## config.mk

```make
export PLATFORM = sky130hd
export DESIGN_NAME = oled_wave_plotter_q
export DESIGN_NICKNAME = d
export VERILOG_FILES = /design/src/rtl/oled_wave_pkg.sv /design/src/rtl/font_rom.sv /design/src/rtl/oled_wave_plotter_q_cmd_fifo.sv /design/src/rtl/oled_wave_plotter_q.sv
export SDC_FILE = /design/constraint.sdc
export NUM_CORES = 1
export LEC_CHECK = 0
export CORE_ASPECT_RATIO = 1.5
export CORE_MARGIN = 4
export CORE_UTILIZATION = 50
export DETAILED_ROUTE_END_ITERATION = 8
export GPL_ROUTABILITY_DRIVEN = 1
export GPL_TIMING_DRIVEN = 0
export PLACE_DENSITY = 0.76
export SLEW_MARGIN = 20
export SYNTH_ARGS = -nofsm -noshare
export SYNTH_HDL_FRONTEND = slang
export SYNTH_SLANG_ARGS = --single-unit
```

## constraint.sdc

```tcl
create_clock -name clk -period 4.1 [get_ports clk]
set_input_delay 0.82 -clock clk [delete_from_list [all_inputs] [get_ports clk]]
set_output_delay 0.82 -clock clk [all_outputs]
set_load 0.02 [all_outputs]
```

## src/rtl/oled_wave_pkg.sv

```systemverilog
// Shared types and constants for the queued SSD1306 waveform plotter.
package oled_wave_pkg;

  typedef enum logic [2:0] {
    ST_IDLE,
    ST_SEL,
    ST_SEL_DONE,
    ST_HEADER,
    ST_PIXEL,
    ST_TX
  } state_e;

  typedef enum logic [1:0] {
    OP_PIX = 2'd0,
    OP_RAW = 2'd1,
    OP_SEL = 2'd2
  } op_e;

  localparam logic [3:0] ADDR_PIX  = 4'h0;
  localparam logic [3:0] ADDR_RAW  = 4'h1;
  localparam logic [3:0] ADDR_CFG0 = 4'h2;
  localparam logic [3:0] ADDR_CFG1 = 4'h3;
  localparam logic [3:0] ADDR_SEL  = 4'h8;

  localparam int STS_IDLE  = 0;
  localparam int STS_EMPTY = 1;
  localparam int STS_FULL  = 2;
  localparam int STS_OVF   = 3;

endpackage

```

## src/rtl/font_rom.sv

```systemverilog
// 7-column digit glyphs 0..7 for the page header; columns 0 and 6 are blank spacers.
module font_rom (
  input  logic [2:0] digit_i,
  input  logic [2:0] column_i,
  output logic [7:0] data_o
);

  logic [39:0] glyph;

  always_comb begin
    case (digit_i)
      3'd0:    glyph = 40'h3E_51_49_45_3E;
      3'd1:    glyph = 40'h00_42_7F_40_00;
      3'd2:    glyph = 40'h42_61_51_49_46;
      3'd3:    glyph = 40'h21_41_45_4B_31;
      3'd4:    glyph = 40'h18_14_12_7F_10;
      3'd5:    glyph = 40'h27_45_45_45_39;
      3'd6:    glyph = 40'h3C_4A_49_49_30;
      default: glyph = 40'h01_71_09_05_03;
    endcase
    data_o = 8'h00;
    if (column_i >= 3'd1 && column_i <= 3'd5)
      data_o = glyph[(3'd5 - column_i) * 8 +: 8];
  end

endmodule

```

## src/rtl/oled_wave_plotter_q_cmd_fifo.sv

```systemverilog
// Synchronous command FIFO; a push while full is still taken when a pop frees a slot that cycle.
module cmd_fifo #(
  parameter int DEPTH = 4,
  parameter int WIDTH = 10
) (
  input  logic             clk,
  input  logic             rst_n,
  input  logic             push_i,
  input  logic             pop_i,
  input  logic [WIDTH-1:0] din_i,
  output logic [WIDTH-1:0] dout_o,
  output logic             full_o,
  output logic             empty_o
);

  localparam int AW = $clog2(DEPTH);

  logic [WIDTH-1:0] mem_q [DEPTH];
  logic [AW:0]      wr_q, rd_q;
  logic             do_push, do_pop;

  assign empty_o = (wr_q == rd_q);
  assign full_o  = (wr_q[AW] != rd_q[AW]) && (wr_q[AW-1:0] == rd_q[AW-1:0]);
  assign do_pop  = pop_i && !empty_o;
  assign do_push = push_i && (!full_o || do_pop);
  assign dout_o  = mem_q[rd_q[AW-1:0]];

  always_ff @(posedge clk) begin
    if (!rst_n) begin
      wr_q <= '0;
      rd_q <= '0;
    end else begin
      if (do_push) wr_q <= wr_q + (AW+1)'(1);
      if (do_pop)  rd_q <= rd_q + (AW+1)'(1);
    end
  end

  always_ff @(posedge clk) begin
    if (do_push) mem_q[wr_q[AW-1:0]] <= din_i;
  end

endmodule

```

## src/rtl/oled_wave_plotter_q.sv

```systemverilog
// TinyQV peripheral: queued commands rendered as SSD1306 column bytes over mode-0 SPI.
module oled_wave_plotter_q
  import oled_wave_pkg::*;
#(
  parameter int         FIFO_DEPTH = 4,
  parameter int         PRESC_W    = 4,
  parameter int         PAGE_W     = 3,
  parameter logic [7:0] HI_PAT     = 8'h02,
  parameter logic [7:0] LO_PAT     = 8'h40,
  parameter logic [7:0] EDGE_PAT   = 8'h7E,
  parameter logic       CPOL       = 1'b0
) (
  input  logic       clk,
  input  logic       rst_n,
  input  logic [7:0] ui_in,
  output logic [7:0] uo_out,
  input  logic [3:0] address,
  input  logic       data_write,
  input  logic [7:0] data_in,
  output logic [7:0] data_out
);

  logic               hdr_q, gnd_q, cs_q, dc_q, dc_d, dc_fsm, edge_q, ovf_q;
  logic [PRESC_W-1:0] presc_q, presc_lat_q, presc_lat_d, div_q, div_d;
  logic [1:0]         stretch_q, col_q, col_d;
  state_e             state_q, state_d, ret_q, ret_d;
  logic [7:0]         shift_q, shift_d, pix_q, pix_d, font_byte, col_byte;
  logic [3:0]         tog_q, tog_d;
  logic [2:0]         samp_q, samp_d, hcol_q, hcol_d;
  logic [PAGE_W-1:0]  page_q, page_d;
  logic               sck_q, sck_d, prev_q, prev_d, pix_bit, load;
  logic               push, pop, full, empty, cfg0_wr, cfg1_wr;
  op_e                push_op, head_op;
  logic [9:0]         head;
  logic               unused_in;

  assign unused_in = ^ui_in;
  assign cfg0_wr   = data_write && (address == ADDR_CFG0);
  assign cfg1_wr   = data_write && (address == ADDR_CFG1);
  assign pop       = (state_q == ST_IDLE) && !empty;
  assign head_op   = op_e'(head[9:8]);

  always_comb begin
    push    = 1'b0;
    push_op = OP_RAW;
    if (data_write) begin
      case (address)
        ADDR_PIX: begin push = 1'b1; push_op = OP_PIX; end
        ADDR_RAW: begin push = 1'b1; push_op = OP_RAW; end
        ADDR_SEL: begin push = 1'b1; push_op = OP_SEL; end
        default:  ;
      endcase
    end
  end

  cmd_fifo #(.DEPTH(FIFO_DEPTH), .WIDTH(10)) u_fifo (
    .clk     (clk),
    .rst_n   (rst_n),
    .push_i  (push),
    .pop_i   (pop),
    .din_i   ({push_op, data_in}),
    .dout_o  (head),
    .full_o  (full),
    .empty_o (empty)
  );

  font_rom u_font (
    .digit_i  (3'(page_q)),
    .column_i (hcol_q),
    .data_o   (font_byte)
  );

  always_comb begin
    state_d     = state_q;
    ret_d       = ret_q;
    shift_d     = shift_q;
    sck_d       = sck_q;
    div_d       = div_q;
    presc_lat_d = presc_lat_q;
    tog_d       = tog_q;
    pix_d       = pix_q;
    samp_d      = samp_q;
    col_d       = col_q;
    hcol_d      = hcol_q;
    prev_d      = prev_q;
    page_d      = page_q;
    dc_fsm      = dc_q;
    load        = 1'b0;
    pix_bit     = pix_q[3'd7 - samp_q];
    // Edge pattern only marks the first column of a sample that differs from the previous one.
    if (edge_q && (col_q == 2'd0) && (pix_bit != prev_q)) col_byte = EDGE_PAT;
    else if (pix_bit)                                     col_byte = HI_PAT;
    else                                                  col_byte = LO_PAT;

    case (state_q)
      ST_IDLE: begin
        if (!empty) begin
          case (head_op)
            OP_RAW: begin shift_d = head[7:0]; ret_d = ST_IDLE; load = 1'b1; end
            OP_SEL: begin page_d = head[PAGE_W-1:0]; state_d = ST_SEL; end
            OP_PIX: begin pix_d = head[7:0]; samp_d = 3'd0; col_d = 2'd0; state_d = ST_PIXEL; end
            default: ;
          endcase
        end
      end
      ST_SEL: begin
        dc_fsm  = 1'b0;
        shift_d = 8'hB0 | 8'(page_q);
        ret_d   = ST_SEL_DONE;
        load    = 1'b1;
      end
      ST_SEL_DONE: begin
        dc_fsm  = 1'b1;
        prev_d  = 1'b0;
        hcol_d  = 3'd0;
        state_d = hdr_q ? ST_HEADER : ST_IDLE;
      end
      ST_HEADER: begin
        shift_d = font_byte | {gnd_q, 7'b0};
        hcol_d  = hcol_q + 3'd1;
        ret_d   = (hcol_q == 3'd6) ? ST_IDLE : ST_HEADER;
        load    = 1'b1;
      end
      ST_PIXEL: begin
        shift_d = col_byte | {gnd_q, 7'b0};
        if (col_q == 2'd0) prev_d = pix_bit;
        if (col_q == stretch_q) begin
          col_d  = 2'd0;
          samp_d = samp_q + 3'd1;
          ret_d  = (samp_q == 3'd7) ? ST_IDLE : ST_PIXEL;
        end else begin
          col_d  = col_q + 2'd1;
          ret_d  = ST_PIXEL;
        end
        load = 1'b1;
      end
      ST_TX: begin
        if (div_q == presc_lat_q) begin
          div_d = '0;
          sck_d = ~sck_q;
          tog_d = tog_q + 4'd1;
          if (sck_q != CPOL) shift_d = {shift_q[6:0], 1'b0};
          if (tog_q == 4'd15) state_d = ret_q;
        end else begin
          div_d = div_q + PRESC_W'(1);
        end
      end
      default: state_d = ST_IDLE;
    endcase

    if (load) begin
      state_d     = ST_TX;
      presc_lat_d = presc_q;
      div_d       = '0;
      tog_d       = 4'd0;
      sck_d       = CPOL;
    end
    dc_d = cfg0_wr ? data_in[4] : dc_fsm;
  end

  always_ff @(posedge clk) begin
    if (!rst_n) begin
      hdr_q     <= 1'b0;
      gnd_q     <= 1'b0;
      cs_q      <= 1'b1;
      dc_q      <= 1'b0;
      presc_q   <= PRESC_W'(4);
      stretch_q <= 2'd0;
      edge_q    <= 1'b0;
      ovf_q     <= 1'b0;
      state_q   <= ST_IDLE;
      ret_q     <= ST_IDLE;
      sck_q     <= CPOL;
      div_q     <= '0;
      tog_q     <= 4'd0;
      samp_q    <= 3'd0;
      col_q     <= 2'd0;
      hcol_q    <= 3'd0;
      prev_q    <= 1'b0;
    end else begin
      dc_q    <= dc_d;
      state_q <= state_d;
      ret_q   <= ret_d;
      sck_q   <= sck_d;
      div_q   <= div_d;
      tog_q   <= tog_d;
      samp_q  <= samp_d;
      col_q   <= col_d;
      hcol_q  <= hcol_d;
      prev_q  <= prev_d;
      if (cfg0_wr) begin
        hdr_q   <= data_in[7];
        gnd_q   <= data_in[6];
        cs_q    <= data_in[5];
        presc_q <= data_in[PRESC_W-1:0];
      end
      if (cfg1_wr) begin
        stretch_q <= data_in[1:0];
        edge_q    <= data_in[2];
      end
      if (cfg1_wr && data_in[7])         ovf_q <= 1'b0;
      else if (push && full && !pop)     ovf_q <= 1'b1;
    end
  end

  always_ff @(posedge clk) begin
    shift_q     <= shift_d;
    pix_q       <= pix_d;
    page_q      <= page_d;
    presc_lat_q <= presc_lat_d;
  end

  always_comb begin
    uo_out      = 8'h00;
    uo_out[1]   = sck_q;
    uo_out[2]   = (state_q == ST_TX) && shift_q[7];
    uo_out[3]   = cs_q && (state_q != ST_TX);
    uo_out[4]   = dc_q;
    data_out    = 8'h00;
    data_out[STS_IDLE]  = (state_q == ST_IDLE) && empty;
    data_out[STS_EMPTY] = empty;
    data_out[STS_FULL]  = full;
    data_out[STS_OVF]   = ovf_q;
  end

endmodule

```

# After elaboration in Yosys (flattened, before gate mapping)
# Memories as Yosys holds them, arrays and structs flattened. A register that Yosys moved wholly into a read port is not among the register bits.
# Index checks and enable logic that the tools add are counted.
[word_totals]
register_bits = 65
mem_bits_rw = 40
out_inout_bits = 16
word_cells = 178
mem_count = 1
[memory_table]
columns = ["memory", "depth", "width", "read_ports", "rd_ports_with_merged_regs", "write_ports", "line_no", "rtl"]
rows = [
  ["u_fifo.mem_q", 4, 10, 1, 1, 1, "oled_wave_plotter_q_cmd_fifo.sv:18", "logic [WIDTH-1:0] mem_q [DEPTH];"],
]
[op_classes]
addsub = 9
order_cmp = 3
n_eq_ne = 41
n_shift = 1
muxes = 49
bitwise = 6
n_reduce_logical = 44
[op_table]
columns = ["op", "n"]
rows = [
  ["39-bit case mux with 7 select lines", 1],
  ["8-bit two-way mux", 5],
  ["8-bit case mux with 5 select lines", 1],
  ["40-bit by 33-bit indexed part select with 8-bit output", 1],
  ["3-bit two-way mux", 11],
  ["3-bit case mux with 4 select lines", 2],
  ["3-bit == test, second input constant", 7],
  ["3-bit case mux with 2 select lines", 3],
  ["2-bit two-way mux", 8],
  ["8-bit bitwise OR", 2],
  ["1-bit logical AND", 15],
  ["5-bit AND reduction", 3],
  ["7-bit two-way mux", 2],
  ["3-bit by 1-bit adder with 3-bit output, second input constant", 4],
  ["3-bit by 2-bit == test with 1-bit output, second input constant", 4],
  ["2-bit inequality test, second input constant", 6],
  ["3-bit inequality test, second input constant", 4],
  ["3-bit AND reduction", 4],
  ["1-bit two-way mux", 9],
  ["4-bit by 1-bit adder with 4-bit output, second input constant", 2],
  ["4-bit by 2-bit == test with 1-bit output, second input constant", 2],
  ["4-bit == test, second input constant", 2],
  ["2-bit case mux with 2 select lines", 2],
  ["3-bit by 1-bit == test with 1-bit output, second input constant", 2],
  ["other kinds (33)", 51],
]

# Logic depth before layout (Yosys ltp)
[logic_depth]
ltp_word = 8
mapped_depth = 8
ltp_nobuf = 7

# Modules after synthesis
# A second synthesis with hierarchy kept.
[hier_totals]
cells_unflattened = 506
hier_area_um2 = 5546.6
[modules_own_cells]
columns = ["mod", "instances", "cells_per_inst", "area_each_um2", "seq_area_each_um2"]
rows = [
  ["oled_wave_plotter_q", 1, 314, 3025.4, 1411.4],
  ["cmd_fifo", 1, 106, 1956.9, 1361.3],
  ["font_rom", 1, 86, 564.3, 0.0],
]

# Worst setup path after synthesis
# OpenSTA, ideal clock, no wires.
[synth_path]
path_kind = "register to register"
startpoint = "register with a tool-made name"
endpoint = "register shift_q[0], enable pin"
arrival_ns = 1.931
t_required_ns = 3.717
slack_ns = 1.786
path_stages_with_launch = 7
n_path_buf = 1
synth_period_minus_slack_ns = 2.314
cell_sequence = "dfxtp_1 buf_6 mux4_2 nand2b_4 a21oi_1 nor2_1 nor3_1"
[synth_rtl]
columns = ["element", "line_no", "rtl"]
rows = [
  ["end signal: assignment", "oled_wave_plotter_q.sv:207", "shift_q <= shift_d;"],
  ["end: declaration", "oled_wave_plotter_q.sv:27", "logic [7:0] shift_q, shift_d, pix_q, pix_d, font_byte, col_byte;"],
]

# Final worst setup path
[layout_path]
startpoint = "register state_q[0]"
endpoint = "output port uo_out[3]"
[layout_between]
elab_chain_len = 2
[layout_lines]
columns = ["element", "line_no", "rtl"]
rows = [
  ["start: declaration", "oled_wave_plotter_q.sv:26", "state_e state_q, state_d, ret_q, ret_d;"],
  ["start signal: assignment", "oled_wave_plotter_q.sv:182", "state_q <= state_d;"],
  ["3-bit inequality test", "oled_wave_plotter_q.sv:217", "uo_out[3] = cs_q && (state_q != ST_TX);"],
  ["1-bit logical AND", "oled_wave_plotter_q.sv:217", ""],
  ["end: declaration", "oled_wave_plotter_q.sv:16", "output logic [7:0] uo_out,"],
]
# Every way passes these cells.

==> summary.txt <==
Outcome
  – Status: finished, final reports clean

Clock network
  – TritonCTS clock tree: yes
  – CTS Buf Count: 9
  – H-tree Lvls: 3
  – CTS Hold Buffers Added: 0
  – Worst skew pair latency: between 0.3 and 0.4 ns
  – CTS Buffer Depth: 2
  – CTS sink count: approximately 110
  – Post-CTS sizing: 0
  – Clk slew on worst S/H paths: roughly 0.070 ns
  – CTS root buf: clkbuf_16
  – Setup Buffers After CTS: 0

Synthesis
  – Mapped cell area: approximately 5500 µm²
  – Synth Flop Type: edfxtp_1
  – Commonest cells post-synth: edfxtp_1, nor2_1, dfxtp_1, nand2_1, a21oi_1
  – Cells after Synth: 504
  – Synth warn: 0
  – Mapped Avg Cell Area: around 11 µm²
  – Post-synth ARST share: 0%
  – Sequential fraction of the synthesis area: 50.4%
  – Post-synthesis register bit count: about 110
  – Area share of the largest cell type after synthesis: about a third
  – Cell with the most instances after synthesis: edfxtp_1
  – Largest cells by area after synthesis: edfxtp_1, dfxtp_1, mux4_1
  – Synth area leader: edfxtp_1
  – Post-synth EDFFs: between 60 and 70
  – Synth unique cells: 68

Floorplan
  – Boundary Pins: 39
  – Core Footprint: between 10000 and 15000 µm²
  – Number of core rows: between 40 and 50
  – Die ar.: between 10000 and 15000 µm²
  – Die width: around 94 µm
  – Starting Density: 51.7%
  – Chip height: between 100 and 150 µm

Global route
  – Global-route wire length before repair: between 15 and 20 mm
  – GRT Util Overall: between 10% and 20%
  – Vias in the first global route: between 3000 and 4000
  – Largest net degree at the start of global routing: 21
  – Gr ovfl total: 0
  – Initial antenna violation count: 0

Detailed routing
  – Vias/cell: between 5 and 6
  – Drc violations: 0
  – Post-DR wirelength/cell: ~18 µm
  – Antenna-violating nets left: 0
  – Drt first pass iters: 5
  – Total Wirelength: around 12 mm
  – Iteration-0 DRC Markers: between 300 and 400
  – Via count: 3979

Finish
  – Nets: 581
  – Fillers: ~900
  – Syn-to-layout area delta: 13.3%
  – N_diodes: 0
  – Share of cells above drive strength 1: 11.3%

Timing
  – Setup TNS: 0 ns
  – Slew headroom: a little over a quarter
  – Final Critical Period: around 3.4 ns
  – Unrepaired setup endpoints after global routing: false
  – Slack of the critical path: 0.720 ns
  – Fin crit share: 82.4%
  – Slew @ Worst Pin: 1.09 ns
  – Setup-failing EPs final: 0
  – Slew Limit Fails: 0
  – Final Hold Slack: 0.432 ns
  – Clock skew: 0.00872 ns
  – Top achievable clock speed: 0.296 GHz
  – Final Hold Viols: 0

Pwr
  – Peak supply drop: 0.000465 V
  – PwrDens: around 520 nW/µm²
  – Final Power: around 0.0033 W
  – Leakage power total: 2.30 nW

Place
  – RD Place Congestion: between 0.9 and 1
  – Dpl hpwl: a little over 9 mm
  – I/O Buffers: 21
  – Place WS: between 1 and 1.5 ns

Critical path
  – Critical Path AT: 2.56 ns
  – Setup crit start kind: register
  – Kind of critical path: reg2out
  – Crit path max fanout: 10
  – Worst Path Required: about 3.3 ns
  – Crit end category: output port

Min path
  – Worst min path class: reg2reg

Flow run
  – Max_cap viols: 0
==> state kept, by name, summed over array words and instances, names as in the netlist, 2 cells and up, named ones only <==
signal        cells
div_q             4
col_q             2
presc_q           4
u_fifo.wr_q       3
hcol_q            3
stretch_q         2
samp_q            3
ret_q             3
pix_q             8
page_q            3
u_fifo.rd_q       3
tog_q             4
state_q           3
presc_lat_q       4
shift_q           8
u_fifo.mem_q     40
==> logic make-up after synthesis <==
| family | after synthesis | synth area share (%) |
|---|---|---|
| AO/OA/AOI/OAI | 102 | 12.9 |
| XOR/XNOR | 22 | 3.50 |
| adder cells (fa/ha/maj) | 15 | 3.41 |
| buffers and inverters | 57 | 5.41 |
| flip-flops | 107 | 50.4 |
| multiplexers | 28 | 7.96 |
| other | 1 | 0.0681 |
| AND/OR/NAND/NOR | 172 | 16.4 |
==> per-layer routing <==
metal	wire length, µm	share of wire (%)	GRT usage (%)	vias to the layer above
li1	-	-	-	1922
met1	4650	38	21.8	1896
met3	563	4.6	2.97	30
met4	435	3.5	9.40	0
met2	6670	54	37.3	131
met5	0	0	0	-
==> stage by stage <==
stage	cell area [µm²]	cells	utilization (%)
finish	6240	692	58.6
global route	6240	692	58.6
CTS	6240	692	58.6
detailed placement	5920	676	55.6
global placement	5920	676	55.6
floorplan	5530	511	-
==> cells in the final DEF (no fill, tap or decap), drive strengths merged, types with 9 or more instances in the layout <==
master / instances
xnor2: 9
inv: 21
buf: 24
edfxtp: 63
nor2: 53
mux4: 10
clkbuf: 24
nand2: 36
o21ai: 24
nor3: 9
a21oi: 28
xor2: 13
ha: 15
and3: 13
nand3: 9
clkdlybuf4s50: 21
mux2i: 16
dfxtp: 44
==> worst max-delay path, cell delays in order (launching register included) <==
cell	delay, ns
dfxtp_1	0.31
clkbuf_2	0.19
buf_4	0.20
nor2b_1	0.45
nand2_1	0.27
and2_1	0.24
clkdlybuf4s50_1	0.53
==> path summary, 6_finish.rpt <==
| path | from | endpoint | slack [ns] | cells past startpoint |
|---|---|---|---|---|
| hold / removal | presc_q[2] | presc_lat_q[2] | 0.43 | 0 |
| setup reg to reg | hcol_q[1] | shift_q[2] | 1.36 | 8 |
| setup / recovery | state_q[0] | uo_out[3] | 0.72 | 6 |
| hold reg to reg | presc_q[2] | presc_lat_q[2] | 0.43 | 0 |
==> where the power goes <==
part	internal, W	total [W]	switching (W)
clock network	0.000491	0.000895	0.000405
logic	0.000394	0.00101	0.000618
registers	0.00130	0.00135	0.0000492
==> layout make-up <==
class | instances | area, µm² | area share [%]
flip-flops and latches | 107 | 2770 | 44.5
multi-input cells | 347 | 2460 | 39.4
plain buffers | 39 | 230 | 3.69
clock buffers | 9 | 225 | 3.61
repair buffers | 21 | 210 | 3.37
well taps | 144 | 180 | 2.89
clock inverters | 7 | 90.1 | 1.44
inverters | 18 | 67.6 | 1.08
(Power assumes the default switching activity.)
